$ cat src/rtl/comp_serial_if.sv
`default_nettype none
// ============================================================================
//  Module      : comp_serial_if
//  Description : Handshake/operand bundle for the bit-serial comparator.
//                master drives start/a/b and observes status/result;
//                slave (the comparator) does the reverse.
//  Signals     : start        - compare request, honoured only while idle
//                a, b         - WIDTH-bit unsigned operands
//                busy         - compare in progress
//                done         - one-cycle completion pulse
//                gt, eq, lt   - one-hot result of the last completed compare
//  Revision    : 1.0  initial release
// ============================================================================
interface comp_serial_if #(
  parameter int WIDTH = 2
);
  logic             start;
  logic [WIDTH-1:0] a;
  logic [WIDTH-1:0] b;
  logic             busy;
  logic             done;
  logic             gt;
  logic             eq;
  logic             lt;

  modport master (
    output start, a, b,
    input  busy, done, gt, eq, lt
  );

  modport slave (
    input  start, a, b,
    output busy, done, gt, eq, lt
  );
endinterface
`default_nettype wire

$ cat src/rtl/comp_serial.sv
`default_nettype none
// ============================================================================
//  Module      : comp_serial
//  Description : Bit-serial unsigned magnitude comparator. Operands are
//                captured on an accepted start and examined one bit pair
//                per clock, MSB first. The result is a registered one-hot
//                gt/eq/lt with a single-cycle done pulse, WIDTH cycles after
//                the accepting edge. Latency is fixed (no early exit).
//  Ports       : clk    - rising-edge clock
//                rst_n  - asynchronous active-low reset
//                bus    - comp_serial_if.slave (start, a, b in;
//                         busy, done, gt, eq, lt out)
//  Parameters  : WIDTH  - operand width, 1..32
//  Revision    : 1.0  initial release
// ============================================================================
module comp_serial #(
  parameter int WIDTH = 2
) (
  input  wire          clk,
  input  wire          rst_n,
  comp_serial_if.slave bus
);

  // Bit counter is clog2(WIDTH) bits but never narrower than one bit,
  // so the WIDTH=1 build still has a legal counter holding 0.
  localparam int CNT_W = (WIDTH > 1) ? $clog2(WIDTH) : 1;

  localparam logic [0:0] S_IDLE = 1'b0;
  localparam logic [0:0] S_RUN  = 1'b1;

  localparam logic [1:0] DEC_EQ = 2'b00;
  localparam logic [1:0] DEC_GT = 2'b01;
  localparam logic [1:0] DEC_LT = 2'b10;

  logic [0:0]       state_q, state_d;
  logic [WIDTH-1:0] sa_q,    sa_d;
  logic [WIDTH-1:0] sb_q,    sb_d;
  logic [CNT_W-1:0] cnt_q,   cnt_d;
  logic [1:0]       dec_q,   dec_d;
  logic             busy_q,  busy_d;
  logic             done_q,  done_d;
  logic             gt_q,    gt_d;
  logic             eq_q,    eq_d;
  logic             lt_q,    lt_d;

  // Decision after folding in the current MSB pair. Only the first
  // differing pair can move the decision away from EQ; after that it
  // stays frozen for the rest of the compare.
  logic [1:0]       dec_nxt;
  logic             bit_a;
  logic             bit_b;

  assign bit_a = sa_q[WIDTH-1];
  assign bit_b = sb_q[WIDTH-1];

  always_comb begin
    dec_nxt = dec_q;
    if ((dec_q == DEC_EQ) && (bit_a != bit_b)) begin
      dec_nxt = bit_a ? DEC_GT : DEC_LT;
    end
  end

  always_comb begin
    state_d = state_q;
    sa_d    = sa_q;
    sb_d    = sb_q;
    cnt_d   = cnt_q;
    dec_d   = dec_q;
    busy_d  = busy_q;
    done_d  = 1'b0;
    gt_d    = gt_q;
    eq_d    = eq_q;
    lt_d    = lt_q;

    case (state_q)
      S_IDLE: begin
        if (bus.start) begin
          sa_d    = bus.a;
          sb_d    = bus.b;
          cnt_d   = CNT_W'(WIDTH - 1);
          dec_d   = DEC_EQ;
          busy_d  = 1'b1;
          state_d = S_RUN;
        end
      end

      S_RUN: begin
        // start and operand changes are ignored here; the in-flight
        // compare works only from the captured shift registers.
        dec_d = dec_nxt;
        sa_d  = sa_q << 1;
        sb_d  = sb_q << 1;
        cnt_d = cnt_q - CNT_W'(1);
        if (cnt_q == '0) begin
          // Final pair: the result includes this bit's contribution.
          gt_d    = (dec_nxt == DEC_GT);
          eq_d    = (dec_nxt == DEC_EQ);
          lt_d    = (dec_nxt == DEC_LT);
          done_d  = 1'b1;
          busy_d  = 1'b0;
          cnt_d   = '0;
          state_d = S_IDLE;
        end
      end

      default: begin
        state_d = S_IDLE;
        busy_d  = 1'b0;
      end
    endcase
  end

  always_ff @(posedge clk or negedge rst_n) begin
    if (!rst_n) begin
      state_q <= S_IDLE;
      sa_q    <= '0;
      sb_q    <= '0;
      cnt_q   <= '0;
      dec_q   <= DEC_EQ;
      busy_q  <= 1'b0;
      done_q  <= 1'b0;
      gt_q    <= 1'b0;
      eq_q    <= 1'b0;
      lt_q    <= 1'b0;
    end else begin
      state_q <= state_d;
      sa_q    <= sa_d;
      sb_q    <= sb_d;
      cnt_q   <= cnt_d;
      dec_q   <= dec_d;
      busy_q  <= busy_d;
      done_q  <= done_d;
      gt_q    <= gt_d;
      eq_q    <= eq_d;
      lt_q    <= lt_d;
    end
  end

  assign bus.busy = busy_q;
  assign bus.done = done_q;
  assign bus.gt   = gt_q;
  assign bus.eq   = eq_q;
  assign bus.lt   = lt_q;

endmodule
`default_nettype wire

$ cat src/flat_wrapper.sv
// flat-port wrapper written by rule: the top's interface ports become plain ports
module comp_serial_flat 
#(
  parameter int WIDTH = 2
)
  (clk, rst_n, bus_start, bus_a, bus_b, bus_busy, bus_done, bus_gt, bus_eq, bus_lt);
  comp_serial_if #(.WIDTH(WIDTH)) bus_i ();
  input  wire clk;
  input  wire rst_n;
  input wire logic [$bits(bus_i.start)-1:0] bus_start;
  input wire logic [$bits(bus_i.a)-1:0] bus_a;
  input wire logic [$bits(bus_i.b)-1:0] bus_b;
  output wire logic [$bits(bus_i.busy)-1:0] bus_busy;
  output wire logic [$bits(bus_i.done)-1:0] bus_done;
  output wire logic [$bits(bus_i.gt)-1:0] bus_gt;
  output wire logic [$bits(bus_i.eq)-1:0] bus_eq;
  output wire logic [$bits(bus_i.lt)-1:0] bus_lt;
  assign bus_i.start = bus_start;
  assign bus_i.a = bus_a;
  assign bus_i.b = bus_b;
  assign bus_busy = bus_i.busy;
  assign bus_done = bus_i.done;
  assign bus_gt = bus_i.gt;
  assign bus_eq = bus_i.eq;
  assign bus_lt = bus_i.lt;
  comp_serial #(.WIDTH(WIDTH)) u_core (.clk(clk), .rst_n(rst_n), .bus(bus_i));
endmodule
$ cat config.mk
export PLATFORM = sky130hd
export DESIGN_NAME = comp_serial_flat
export DESIGN_NICKNAME = d
export VERILOG_FILES = /design/src/rtl/comp_serial_if.sv /design/src/rtl/comp_serial.sv /design/src/flat_wrapper.sv
export SDC_FILE = /design/constraint.sdc
export NUM_CORES = 1
export LEC_CHECK = 0
export ABC_AREA = 1
export ABC_CLOCK_PERIOD_IN_PS = 960
export CORE_MARGIN = 5
export CORE_UTILIZATION = 40
export DETAILED_ROUTE_END_ITERATION = 7
export PLACE_DENSITY = 0.69
export RECOVER_POWER = 50
export SLEW_MARGIN = 25
export SYNTH_ARGS = -nofsm -noshare
export SYNTH_HDL_FRONTEND = slang
export SYNTH_SLANG_ARGS = --single-unit
export TNS_END_PERCENT = 30
$ cat constraint.sdc
create_clock -name clk -period 0.96 [get_ports clk]
set_input_delay 0.144 -clock clk [delete_from_list [all_inputs] [get_ports clk]]
set_output_delay 0.144 -clock clk [all_outputs]
set_load 0.01 [all_outputs]
Word level (Yosys, flattened, before mapping)
Cells that the tools add are included.

cells by class
  $lt $le $gt $ge = 0
  mux-type cells = 18
  reduce and logical (&&, ||, !) cells = 5
  equality and inequality tests = 5
  $mul = 0
  shift operators = 0
  divide/modulo/power cells = 0
  add/sub/neg operators = 1
  bitwise gates (word level) = 2

operators with widths
  cell                                           number
  case mux 2 bit (2 select lines)                3
  two-way mux 2 bit                              5
  two-way mux 1 bit                              7
  case mux 1 bit (2 select lines)                3
  logical NOT 2 bit                              2
  inequality test 2 bit, second input constant   2
  AND reduction 2 bit                            2
  == test 2 x 1 -> 1 bit, second input constant  1
  == test 2 bit, second input constant           1
  inverter 1 bit                                 2
  logical AND 1 bit                              1
  inequality test 1 bit                          1
  subtractor 1 bit, second input constant        1

word-level totals
  logic and storage cells = 41
  latch bits = 0
  input bits = 7
  flip-flop bits (word level) = 13
  memories = 0
  output and inout port bits = 5
  ROM bits = 0
  memory bits (writable) = 0

Depth between registers and ports, before layout
Gate-level depths: netlist of the first run.

  depth in word-level cells = 4
  gate-level depth with buffers = 6
  gate-level depth less buffers = 6

Worst setup path after synthesis of the first run
No wires, ideal clock.

  path type = register -> register
  start = register u_core.state_q
  end = register u_core.gt_q (netlist: u_core.bus.gt)
  arrival = 0.776 ns
  setup slack = 0.055 ns
  cell stages (with the launch flop) = 5
  required time = 0.831 ns
  path through = dfrtp_1 > nand2_2 > nand2_1 > o21ai_1 > a21boi_2

between the ends
  word-level cells in the longest chain between the ends = 1

RTL lines
  item                                  RTL line            source
  from (decl)                           comp_serial.sv:35   logic [0:0] state_q, state_d;
  from (signal assigned)                comp_serial.sv:126  state_q <= state_d;
  AND reduction 2 bit (no source line)  n/a
  to (signal assigned)                  comp_serial.sv:133  gt_q <= gt_d;
  to (decl)                             comp_serial.sv:42   logic gt_q, gt_d;

No other way between the ends.
A chain may end at the register's enable or synchronous reset.

Worst setup path in the final report of the first run
  start = register u_core.sb_q[1]
  end = register u_core.lt_q (netlist: u_core.bus.lt)

between the ends
  word-level cells in the longest chain between the ends = 4

RTL lines
  item                    RTL line            source
  from (decl)             comp_serial.sv:37   logic [WIDTH-1:0] sb_q, sb_d;
  from (signal assigned)  comp_serial.sv:117  sb_q <= '0;
  from (signal assigned)  comp_serial.sv:128  sb_q <= sb_d;
  inequality test 1 bit   comp_serial.sv:58   if ((dec_q == DEC_EQ) && (bit_a != bit_b)) begin
  logical AND 1 bit       comp_serial.sv:58
  two-way mux 2 bit       comp_serial.sv:58
  == test 2 bit           comp_serial.sv:98   lt_d = (dec_nxt == DEC_LT);
  to (signal assigned)    comp_serial.sv:135  lt_q <= lt_d;
  to (decl)               comp_serial.sv:44   logic lt_q, lt_d;

No other way between the ends.

==> results of run 1 <==
metal layers:
metal  up-vias  GRT usage  part of all wire
met1       202      0.136              0.43
met2        13      0.179              0.47
met4         0     0.0511             0.010
met3         2     0.0352             0.093
li1        224          -                 -
met5         -          0                 0
cells by family after synthesis:
group                  synth area share
and+or+nand+nor                   0.177
AOI/OAI and AO/OA                 0.139
buffers and inverters            0.0707
DFF                               0.613
power by group through the flow:
stage               clock network, W  logic (W)  registers, W
floorplan                          0   0.000503      0.000950
global placement                   0   0.000954      0.000909
detailed placement                 0   0.000963      0.000919
CTS                         0.000338   0.000942      0.000907
global route                0.000361    0.00117      0.000950
finish                      0.000325    0.00103      0.000924
path summary, 6_finish.rpt:
| kind | endpoint | start | cells past startpoint |
|---|---|---|---|
| min reg2reg | u_core.sa_q[0] | u_core.sa_q[0] | 1 |
| min in group clk | u_core.sb_q[0] | bus_b[0] | 3 |
| max in group asynchronous | u_core.state_q | rst_n | 2 |
| max | u_core.bus.lt | u_core.sb_q[1] | 4 |
| max reg2reg | u_core.bus.lt | u_core.sb_q[1] | 4 |
| min | u_core.bus.busy | rst_n | 2 |
cells in the final DEF (no fill, tap or decap), drive strengths merged:
cell	count
nand2	16
dfrtp	13
buf	13
inv	10
clkdlybuf4s50	5
o21ai	5
clkbuf	5
nor2	3
nand3	3
a22o	1
a31oi	1
a21boi	1
o211ai	1
o221ai	1
dlygate4sd3	1
sequential cells by signal, indices dropped and copies added, names as in the netlist:
register and flops:
u_core.sb_q 2, u_core.sa_q 2, u_core.dec_q 2, u_core.bus.lt 1
u_core.bus.busy 1, u_core.state_q 1, u_core.cnt_q 1, u_core.bus.eq 1
u_core.bus.gt 1, u_core.bus.done 1
through the flow:
stage | cell area (sq um) | instances | setup WS (ns) | hold WS (ns)
6_report | 744 | 94 | 0.00700 | 0.291
5_1_grt | 744 | 94 | -0.0762 | 0.336
4_1_cts | 714 | 92 | -0.0249 | 0.180
3_5_place_dp | 697 | 86 | -0.156 | 0.462
3_3_place_gp | 697 | 86 | -0.105 | 0.457
2_1_floorplan | 531 | 55 | 0.0551 | -0.152
repair_timing:
action                     4_1_cts  5_1_grt
setup endpoints to repair        8       11
gates resized for setup         21        5
setup buffers                    2        2
pin swaps                        0        3
worst max-delay path: stages (launching register included):
cell and delay, ns:
dfrtp_1 0.36, inv_1 0.07, a31oi_2 0.28, nand3_1 0.12
nand2_1 0.07
final cells by class:
type | count | area [sq um] | share of cell area
Clock buffer | 4 | 26.3 | 0.0353
Inverter | 10 | 37.5 | 0.0504
Multi-Input combinational cell | 32 | 185 | 0.249
Sequential cell | 13 | 327 | 0.439
Tap cell | 15 | 18.8 | 0.0252
Timing Repair Buffer | 20 | 150 | 0.202
synth_stat cells:
cell       n  share of area
a21boi_2   1          0.021
a22o_1     1          0.017
a31oi_2    1          0.024
dfrtp_1   13           0.61
inv_1      6          0.042
inv_2      4          0.028
nand2_1   14          0.099
nand2_2    2          0.024
nand3_1    3          0.028
nor2_1     2          0.014
nor2_2     1          0.012
o211ai_1   1          0.014
o21ai_0    1         0.0094
o21ai_1    4          0.038
o221ai_1   1          0.017
==> summary.txt, run 1 <==
Status
  • Status: finished clean

STA
  • Final slew viol count: 0
  • Clk_skew: 0.00158 ns
  • Final period util: 0.993
  • Slew HR: 0.790
  • Final setup violation count: 0
  • Setup TNS: 0 ns
  • RSZ-0062 raised after global routing: yes
  • Final Critical Period: 0.953 ns
  • Final Hold Violating Endpoints: 0
  • Slew @ Worst Pin: between 0.3 and 0.4 ns
  • Fmax: ~1000 MHz

Floorplanning
  • I/O Pins: 12
  • Die Ht: 46.4 um
  • Num rows: 13
  • Core ar.: 1280 sq um
  • Die W: 46.4 um
  • Die ar.: approximately 2200 sq um
  • Initial Util: 0.413

Power and ir drop
  • P_sw: between 0.0008 and 0.0009 W
  • Switching Share: 0.372
  • Sequential Power Share: 0.406
  • Clock group share of total power: 0.143
  • Maximum VDD drop: 1.45 mV
  • Power Total: between 0.002 and 0.0025 W
  • Power per cell area: 3060 nW/um^2
  • Int Pwr: 0.00143 W
  • Comb power frac: 0.452
  • Lkg Pwr: 0.378 nW

Setup path
  • CP endpoint kind: flop
  • Worst endpoint required time: 1.17 ns
  • Nature of the critical path startpoint: flop
  • Critical Path AT: 1.17 ns
  • Maximum fanout along the worst path: 4
  • Critical path class: flop to flop
  • Worst R2R Setup Slack: 0.007 ns

Synthesis
  • #FFs+latches synth: 13
  • Post-synthesis cell type count: 15
  • Syn_area_per_cell: a little under 10 sq um
  • Synth warn: 0
  • Synth Cell Area: 531 sq um
  • Synthesized netlist cell count: 55
  • Sequential-to-total area share from yosys stat: 0.613
  • Syn nets: just over 60

Final layout
  • # fillers: 132
  • Nets@finish: 87
  • Syn-to-layout area delta: 40.3%
  • Final core utilization: 0.579
  • Fraction of layout cells with a size suffix above 1: 0.380
  • Inserted Diodes: 0

CTS
  • Cts-stage hold buffer count: 0
  • Insertion delay to the later sink of the worst-skew pair: 0.27 ns
  • Clk slew on worst S/H paths: approximately 0.070 ns
  • Root Driver: clkbuf_4
  • # clock sinks: 13
  • Clk buf depth: 2
  • H-Tree Depth: 1
  • Num CTS Buffers: 3
  • TritonCTS clock tree: yes

Flow run
  • Max-cap violations: 0

Global route
  • Initial antenna violation count: 0
  • First-pass GRT wire length: 1660 um
  • Largest net degree at the start of global routing: 14
  • Grt ovf: 0
  • Vias in the first global route: 416
  • Overall routing resource usage: 0.112

Placed design
  • Gpl congestion: 0.817
  • Final HPWL DP: ~730 um
  • Port buffer count: 11

Detailed routing
  • DRT antenna net count: 0
  • Via count: 441
  • Drt via density: 4.69
  • Total wire length: approximately 1000 um
  • DRT iter0 DRCs: 11
  • 1st-pass router iterations: 4
  • WL per Instance: between 10 and 15 um
  • Residual DRC: 0

Min path
  • Worst min path class: input pin to asynchronous set/reset pin
(Power assumes the default switching activity.)
==> run 2: changes to the inputs <==
--- a/config.mk
+++ b/config.mk
@@ -7,9 +7,11 @@
 export LEC_CHECK = 0
 export ABC_AREA = 1
 export ABC_CLOCK_PERIOD_IN_PS = 960
+export CAP_MARGIN = 20
 export CORE_MARGIN = 5
 export CORE_UTILIZATION = 40
 export DETAILED_ROUTE_END_ITERATION = 7
+export GPL_ROUTABILITY_DRIVEN = 0
 export PLACE_DENSITY = 0.69
 export RECOVER_POWER = 50
 export SLEW_MARGIN = 25
==> results of run 2 <==
Final layout, timing and power as in run 1 (identical DEF).
==> run 3: changes to the inputs <==
--- a/config.mk
+++ b/config.mk
@@ -11,7 +11,6 @@
 export CORE_MARGIN = 5
 export CORE_UTILIZATION = 40
 export DETAILED_ROUTE_END_ITERATION = 7
-export GPL_ROUTABILITY_DRIVEN = 0
 export PLACE_DENSITY = 0.69
 export RECOVER_POWER = 50
 export SLEW_MARGIN = 25
==> results of run 3 <==
Final layout, timing and power as in run 1 (identical DEF).
